### src/rtl/ws2812_pkg.sv
// Shared types and default timing for the WS2812 serial transmitter.
package ws2812_pkg;

    localparam int PIXEL_W = 24;

    localparam int DEF_T0H_CYCLES   = 4;
    localparam int DEF_T1H_CYCLES   = 8;
    localparam int DEF_BIT_CYCLES   = 15;
    localparam int DEF_LATCH_CYCLES = 600;

    typedef enum logic [1:0] {
        ST_IDLE  = 2'd0,
        ST_HIGH  = 2'd1,
        ST_LOW   = 2'd2,
        ST_LATCH = 2'd3
    } shift_state_e;

    function automatic bit timing_ok(int t0h, int t1h, int bitc);
        return (t0h > 0) && (t0h < t1h) && (t1h < bitc);
    endfunction

endpackage

### src/rtl/ws2812_bit_timer.sv
// Per-bit cycle counter: tells the shifter the next line level and when a bit ends.
module ws2812_bit_timer #(
    parameter int T0H_CYCLES = 4,
    parameter int T1H_CYCLES = 8,
    parameter int BIT_CYCLES = 15
) (
    input  logic clk,
    input  logic rst,
    input  logic run,
    input  logic start,
    input  logic bit_val,
    output logic hi_next,
    output logic bit_end
);

    localparam int CW = (BIT_CYCLES > 1) ? $clog2(BIT_CYCLES) : 1;
    localparam logic [CW-1:0] TERM    = CW'(BIT_CYCLES - 1);
    localparam logic [CW-1:0] T0_LAST = CW'(T0H_CYCLES - 1);
    localparam logic [CW-1:0] T1_LAST = CW'(T1H_CYCLES - 1);

    logic [CW-1:0] cnt_q, cnt_d;
    logic          one_q, one_d;

    always_comb begin
        cnt_d = cnt_q;
        one_d = one_q;
        if (start) begin
            cnt_d = '0;
            one_d = bit_val;
        end else if (!run || cnt_q == TERM) begin
            cnt_d = '0;
        end else begin
            cnt_d = cnt_q + 1'b1;
        end
    end

    // Next cycle c+1 is high while c+1 < TH, i.e. c < TH-1.
    assign hi_next = cnt_q < (one_q ? T1_LAST : T0_LAST);
    assign bit_end = cnt_q == TERM;

    always_ff @(posedge clk or posedge rst) begin
        if (rst) begin
            cnt_q <= '0;
            one_q <= 1'b0;
        end else begin
            cnt_q <= cnt_d;
            one_q <= one_d;
        end
    end

endmodule

### src/rtl/ws2812_tx.sv
// WS2812 pixel transmitter: valid/ready pixel input, one-entry hold, MSB-first shifter.
// Optional underrun pulse output when WS2812_TX_UNDERRUN_EN is defined.
module ws2812_tx
    import ws2812_pkg::*;
#(
    parameter int T0H_CYCLES   = DEF_T0H_CYCLES,
    parameter int T1H_CYCLES   = DEF_T1H_CYCLES,
    parameter int BIT_CYCLES   = DEF_BIT_CYCLES,
    parameter int LATCH_CYCLES = DEF_LATCH_CYCLES
) (
    input  logic               clk,
    input  logic               rst,
    input  logic [PIXEL_W-1:0] pixel_data,
    input  logic               pixel_last,
    input  logic               pixel_valid,
    output logic               pixel_ready,
    output logic               dout,
    output logic               busy
`ifdef WS2812_TX_UNDERRUN_EN
    ,
    output logic               underrun
`endif
);

    generate
        if (!timing_ok(T0H_CYCLES, T1H_CYCLES, BIT_CYCLES)) begin : g_bad_timing
            $error("ws2812_tx: need 0 < T0H_CYCLES < T1H_CYCLES < BIT_CYCLES");
        end
    endgenerate

    localparam int LW = (LATCH_CYCLES > 1) ? $clog2(LATCH_CYCLES) : 1;
    localparam int IW = $clog2(PIXEL_W);
    localparam logic [LW-1:0] LATCH_TERM = LW'(LATCH_CYCLES - 1);
    localparam logic [IW-1:0] IDX_LAST   = IW'(PIXEL_W - 1);

    shift_state_e       state_q, state_d;
    logic [PIXEL_W-1:0] hold_q, hold_d;
    logic               hold_last_q, hold_last_d;
    logic               hold_full_q, hold_full_d;
    logic [PIXEL_W-1:0] shreg_q, shreg_d;
    logic               last_q, last_d;
    logic [IW-1:0]      bit_idx_q, bit_idx_d;
    logic [LW-1:0]      latch_cnt_q, latch_cnt_d;
    logic               dout_q, dout_d;

    logic accept;
    logic load;
    logic bit_start;
    logic bit_val;
    logic run;
    logic hi_next;
    logic bit_end;
`ifdef WS2812_TX_UNDERRUN_EN
    logic underrun_q, underrun_d;
`endif

    assign accept = pixel_valid && !hold_full_q;
    assign run    = (state_q == ST_HIGH) || (state_q == ST_LOW);

    ws2812_bit_timer #(
        .T0H_CYCLES(T0H_CYCLES),
        .T1H_CYCLES(T1H_CYCLES),
        .BIT_CYCLES(BIT_CYCLES)
    ) u_bit_timer (
        .clk    (clk),
        .rst    (rst),
        .run    (run),
        .start  (bit_start),
        .bit_val(bit_val),
        .hi_next(hi_next),
        .bit_end(bit_end)
    );

    always_comb begin
        state_d     = state_q;
        hold_d      = hold_q;
        hold_last_d = hold_last_q;
        hold_full_d = hold_full_q;
        shreg_d     = shreg_q;
        last_d      = last_q;
        bit_idx_d   = bit_idx_q;
        latch_cnt_d = latch_cnt_q;
        dout_d      = dout_q;
        load        = 1'b0;
        bit_start   = 1'b0;
        bit_val     = shreg_q[PIXEL_W-2];
`ifdef WS2812_TX_UNDERRUN_EN
        underrun_d  = 1'b0;
`endif
        unique case (state_q)
            ST_IDLE: begin
                dout_d = 1'b0;
                load   = hold_full_q;
            end
            ST_HIGH, ST_LOW: begin
                if (!bit_end) begin
                    dout_d  = hi_next;
                    state_d = hi_next ? ST_HIGH : ST_LOW;
                end else if (bit_idx_q != IDX_LAST) begin
                    shreg_d   = shreg_q << 1;
                    bit_idx_d = bit_idx_q + 1'b1;
                    bit_start = 1'b1;
                    dout_d    = 1'b1;
                    state_d   = ST_HIGH;
                end else if (last_q) begin
                    dout_d  = 1'b0;
                    state_d = ST_LATCH;
                end else if (hold_full_q) begin
                    load = 1'b1;
                end else begin
                    dout_d  = 1'b0;
                    state_d = ST_IDLE;
`ifdef WS2812_TX_UNDERRUN_EN
                    underrun_d = 1'b1;
`endif
                end
            end
            ST_LATCH: begin
                dout_d = 1'b0;
                if (latch_cnt_q == LATCH_TERM) begin
                    latch_cnt_d = '0;
                    if (hold_full_q) begin
                        load = 1'b1;
                    end else begin
                        state_d = ST_IDLE;
                    end
                end else begin
                    latch_cnt_d = latch_cnt_q + 1'b1;
                end
            end
            default: begin
                state_d = ST_IDLE;
                dout_d  = 1'b0;
            end
        endcase
        // Load and accept are exclusive: load needs hold full, accept needs it empty.
        if (load) begin
            shreg_d     = hold_q;
            last_d      = hold_last_q;
            bit_idx_d   = '0;
            hold_full_d = 1'b0;
            bit_start   = 1'b1;
            bit_val     = hold_q[PIXEL_W-1];
            dout_d      = 1'b1;
            state_d     = ST_HIGH;
        end
        if (accept) begin
            hold_d      = pixel_data;
            hold_last_d = pixel_last;
            hold_full_d = 1'b1;
        end
    end

    always_ff @(posedge clk or posedge rst) begin
        if (rst) begin
            state_q     <= ST_IDLE;
            hold_q      <= '0;
            hold_last_q <= 1'b0;
            hold_full_q <= 1'b0;
            shreg_q     <= '0;
            last_q      <= 1'b0;
            bit_idx_q   <= '0;
            latch_cnt_q <= '0;
            dout_q      <= 1'b0;
        end else begin
            state_q     <= state_d;
            hold_q      <= hold_d;
            hold_last_q <= hold_last_d;
            hold_full_q <= hold_full_d;
            shreg_q     <= shreg_d;
            last_q      <= last_d;
            bit_idx_q   <= bit_idx_d;
            latch_cnt_q <= latch_cnt_d;
            dout_q      <= dout_d;
        end
    end

`ifdef WS2812_TX_UNDERRUN_EN
    always_ff @(posedge clk or posedge rst) begin
        if (rst) begin
            underrun_q <= 1'b0;
        end else begin
            underrun_q <= underrun_d;
        end
    end

    assign underrun = underrun_q;
`endif

    assign pixel_ready = !hold_full_q;
    assign busy        = (state_q != ST_IDLE) || hold_full_q;
    assign dout        = dout_q;

endmodule
### config.mk
export PLATFORM = sky130hd
export DESIGN_NAME = ws2812_tx
export DESIGN_NICKNAME = d
export VERILOG_FILES = /design/src/rtl/ws2812_pkg.sv /design/src/rtl/ws2812_bit_timer.sv /design/src/rtl/ws2812_tx.sv
export SDC_FILE = /design/constraint.sdc
export NUM_CORES = 1
export LEC_CHECK = 0
export CAP_MARGIN = 20
export CORE_MARGIN = 5
export CORE_UTILIZATION = 40
export DETAILED_ROUTE_END_ITERATION = 8
export PLACE_DENSITY_LB_ADDON = 0.08
export RECOVER_POWER = 100
export REMOVE_ABC_BUFFERS = 1
export SLEW_MARGIN = 15
export SYNTH_ARGS = -nofsm -noshare
export SYNTH_HDL_FRONTEND = slang
export SYNTH_SLANG_ARGS = --single-unit
### constraint.sdc
create_clock -name clk -period 2.7 [get_ports clk]
set_input_delay 0.405 -clock clk [delete_from_list [all_inputs] [get_ports clk]]
set_output_delay 0.405 -clock clk [all_outputs]
set_load 0.005 [all_outputs]
### After elaboration in Yosys (flattened, before gate mapping)

Cells that the tools add are included.
Widths: inputs -> output; s select.

* register bits: 73
* input port bits: 28
* output and inout port bits: 3

* $add $sub $neg: 3
* order comparisons: 1
* eq/ne operators: 8
* mux-type cells: 39
* reductions and logical operators: 17

Operator list (number)
* $mux 23: 4
* $mux 5: 4
* $mux 1: 17
* $mux 2: 7
* $add 10x1->10 const B: 1
* $eq 10x10->1 const B: 1
* $mux 10: 1
* $reduce_bool 2->1: 5
* $mux 4: 2
* $ne 6x6->1 const B: 1
* $add 5x1->5 const B: 1
* $ne 5x5->1 const B: 1
* $add 4x1->4 const B: 1
* $eq 2x2->1 const B: 2
* $eq 4x4->1 const B: 1
* $lt 4x4->1: 1
* $pmux 2 s2: 1
* $reduce_or 2->1: 2
* $logic_or 1x1->1: 3
* $mux 3: 1
* $ne 3x3->1 const B: 1
* $pmux 1 s3: 1
* $reduce_and 3->1: 1
* $reduce_bool 3->1: 1
* 6 further kinds: 7

### Longest topological paths before layout

* depth in word-level cells: 7
* gate-level depth with buffers: 7
* mapped depth without buffers: 6

### Hierarchy

A second synthesis with hierarchy kept.

* cells, all modules: 265
* area, all modules: 3419.5 um2

By module, submodules not included
* ws2812_tx: instances 1, cells each 242, area an instance 3169.3 um2, seq. area each 1701.6 um2
* ws2812_bit_timer: instances 1, cells each 23, area an instance 250.2 um2, seq. area each 125.1 um2

### Least setup slack after synthesis

No wires, ideal clock.

* path type: reg-to-reg
* from: register state_q[0]
* to: register shreg_q[10]
* arrival: 1944 ps
* setup slack: 631 ps
* cell stages (with the launch flop): 8
* path buffers: 1
* period minus slack after synthesis: 2069 ps
* cells stage by stage: dfrtp_1 -> inv_1 -> ha_1 -> nand4_4 -> nor2_2 -> buf_6 -> mux2_2 -> mux2_2

* word-level cells in the longest chain between the ends: 5
* elaborated cells on any way between the ends: 11
* classes of those cells: 3 x eq/ne; 2 x mux; 6 x reduce/logical

RTL lines
* start: declaration: RTL line ws2812_tx.sv:36 `shift_state_e state_q, state_d;`
* start signal: assignment: RTL line ws2812_tx.sv:166 `state_q <= state_d;`
* $eq 2x1->1 or $eq 2x2->1 (tied branches): RTL line ws2812_tx.sv:90 `unique case (state_q)`
* $reduce_or 2->1: RTL line ws2812_tx.sv:90
* $pmux 1 s3: RTL line ws2812_tx.sv:90
* $reduce_bool 2->1 (no line)
* $reduce_and 3->1 (no line)
* end signal: assignment: RTL line ws2812_tx.sv:170 `shreg_q <= shreg_d;`
* end: declaration: RTL line ws2812_tx.sv:40 `logic [PIXEL_W-1:0] shreg_q, shreg_d;`

Parallel ways exist; a longest one is shown, timed or not.
A chain may end at the register's enable or synchronous reset.

### Final worst setup path

* from: register state_q[0]
* to: register shreg_q[19]

The elaborated chain is that of the path after synthesis.

==> summary.txt <==
Synth
  • Syn Area/Cell: roughly 14 sq um
  • Synth Cell Area: 3440 sq um
  • Largest cells by area after synthesis: dfrtp_1, mux2_2, ha_1
  • Number of synthesized flops with an enable pin: 0
  • Synthesized flop and latch total: 73
  • Yosys warns: 0
  • Sequential fraction of the synthesis area: 53.0%
  • Count leader, synth: dfrtp_1
  • Most frequent cells after synthesis: dfrtp_1, mux2_2, nor2_1
  • Top-area cell type share of the netlist area: 53.0%
  • Top cell type by total area after synthesis: dfrtp_1
  • Top_reg_cell synth: dfrtp_1
  • Cells after Synth: about 250
  • Synth cell types: 42
  • Synth async-reset ratio: 100%

Run
  • Max_cap viols: 1

Floorplanning
  • I/O pin total: 31
  • # rows: 33
  • Area of the core: 8300 sq um
  • Die width: roughly 100 um
  • DIE HEIGHT: slightly above 100 um
  • Die ar.: between 10000 and 15000 sq um
  • Initial Util: ~42%

STA
  • RSZ-0062 raised after global routing: false
  • Period utilization: 86.1%
  • Final Hold Vio Count: 0
  • Max-slew violation count: 74
  • Setup Viol. Count Final: 0
  • Skew final: approximately 0.0072 ns
  • Post-route setup slack: 0.375 ns
  • Fmax: 430 MHz
  • Slew at the pin with the worst max-slew slack: 1.79 ns
  • Slew headroom: -19.1%
  • Setup TNS Final: 0 ns
  • Min Tclk post-route: 2.32 ns

Routing
  • Via Count: slightly below 2k
  • 1st-pass router iterations: 4
  • Post-DR wirelength/cell: 14.2 um
  • DRC viols: 0
  • Post-route ant nets: 0
  • Via density: 4.91
  • Detailed router's first-iteration violation count: between 50 and 60
  • WL final: 5660 um

Placed design
  • Port buffer count: 30
  • Routability cong.: 0.749
  • Estimated wirelength of the detail-placed design: between 3000 and 4000 um
  • DP Worst Slack: just under 0.5 ns

Clock network
  • Hold Buf Count CTS: 0
  • Max clock buf depth: 2
  • Clk sinks: between 70 and 80
  • Total CTS buffers: 9
  • Post-CTS Setup Bufs: 0
  • TritonCTS clock tree: built
  • Later-pin clock latency in the skew report: roughly 0.34 ns
  • H-tree Lvls: 3
  • Clock transition at path regs: 0.07 ns
  • CTS resizes: 0
  • Clk root buf: clkbuf_8

Cells and area
  • FF/Latch Area: 1830 sq um
  • Final #Nets: approximately 330
  • Number of fill cells in the layout: about 750
  • Share of cells above drive strength 1: 34.0%
  • Diodes inserted: 0
  • Layout area overhead: 15.4%
  • Multi-input gate area: between 1000 and 1500 sq um

Outcome
  • Failing checks: max-capacitance violations, max-slew violations
  • Status: finished with violations

Min path
  • Worst hold path depth: 1
  • Hold_sp: u_bit_timer.cnt_q[0]
  • Min-Delay Endpoint: u_bit_timer.cnt_q[0]
  • Hold WC Path Type: flop to flop

Setup path
  • R2R depth: 6
  • Slowest CP cell: dfrtp_1
  • Worst Setup End Kind: flop
  • Worst EP arrival: 2.54 ns
  • Crit. Startpoint: state_q[0]
  • CP Cell Sequence: ha_1, and3_1, and3_4, o31ai_1, buf_4, mux2_2
  • R2R setup slack: 0.38 ns
  • Reg2reg end: shreg_q[19]
  • Delay-heaviest family, CP: simple AND/OR/NAND/NOR gates
  • Crit Path Max Fanout: 25
  • Critical path type: flop to flop
  • Critical path launch point type: flop
  • CP max stage delay: 0.41 ns
  • Critical Path RT: a little under 3 ns
  • Critical R2R Launch: state_q[0]
  • Buffers plus inverters on the worst setup path: 1

Global route
  • GRT Total Usage: a little under an eighth
  • Vias in the first global route: 2100
  • Largest net degree at the start of global routing: 74
  • Grt total ovfl: 0
  • Initial antenna violation count: 0
  • Global-route wire length before repair: 9800 um

Power
  • Power density cells: roughly 980 nW/um^2
  • Worst VDD drop: roughly 0.35 mV
  • P_leak: 1.70 nW
-- worst register-to-register path, cell delays in order, from the launching register on --
cell     delay [ns]
dfrtp_1        0.41
ha_1           0.34
and3_1         0.25
and3_4         0.24
o31ai_1        0.21
buf_4          0.37
mux2_2         0.38
-- layout make-up --
cell class                      count  share of cell area (%)
Clock buffer                       10                    3.46
Clock inverter                      5                    1.42
Inverter                            8                   0.755
Multi-Input combinational cell    164                    36.9
Sequential cell                    73                    46.0
Tap cell                          105                    3.31
Timing Repair Buffer               34                    8.18
-- how the worst max path moves through the flow --
stage | to | slack (ns) | depth (start not counted)
finish | shreg_q[19] | 0.38 | 6
floorplan | shreg_q[10] | 0.32 | 6
CTS | shreg_q[0] | 0.47 | 6
global route | shreg_q[19] | 0.27 | 6
detailed placement | shreg_q[9] | 0.48 | 6
global placement | shreg_q[7] | 0.49 | 6
-- where the power goes --
| part | total [mW] | internal [mW] | switching, mW |
|---|---|---|---|
| combinational | 1.21 | 0.750 | 0.456 |
| clock | 0.838 | 0.445 | 0.393 |
| sequential | 1.84 | 1.57 | 0.279 |
| total | 3.89 | 2.76 | 1.13 |
-- sequential cells by signal, indices dropped and copies added (netlist names) --
signal / count
u_bit_timer.one_q: 1
hold_last_q: 1
hold_q: 24
bit_idx_q: 5
u_bit_timer.cnt_q: 4
dout: 1
latch_cnt_q: 10
last_q: 1
state_q: 2
hold_full_q: 1
shreg_q: 23
-- placed cells by master (no fill, tap or decap), types with 4 or more instances in the layout --
cell type and instances:
clkbuf_8 10, clkdlybuf4s50_1 27, dfrtp_1 73, ha_1 8, inv_1 7, mux2_2 72
nand2_1 7, nand3_1 4, nand4_1 4, nor2_1 17, xnor2_1 9, xor2_1 6
-- through the flow --
step           cell area [sq um]  power (mW)  cells  utilization, %  hold slack [ns]
6_report                    3980        3.89    399            47.9            0.482
5_1_grt                     3980        4.16    399            47.9            0.515
4_1_cts                     4040        4.01    399            48.6            0.464
3_5_place_dp                3840        3.15    384            46.3            0.480
3_3_place_gp                3840        3.12    384            46.3            0.478
2_1_floorplan               3360        2.80    245               -            0.454
-- metal layers --
layer	wire length (um)	GRT usage, %	up-vias
li1	-	-	971
met1	2790	15.5	947
met2	2600	18.5	39
met3	220	3.86	4
met4	47	4.48	0
met5	0	0	-
-- logic make-up (layout without fill, tap and decap cells) --
family / Yosys count / in the layout / share of synthesized area [%]
AO/OA/AOI/OAI: 16 / 16 / 3.96
XOR/XNOR: 15 / 15 / 3.81
adder cells (fa/ha/maj): 8 / 8 / 2.91
buffers and inverters: 17 / 57 / 3.20
flip-flops: 73 / 73 / 53.0
multiplexers: 74 / 74 / 24.3
AND/OR/NAND/NOR: 51 / 51 / 8.83
No activity file was read; power rests on OpenSTA's default activity.
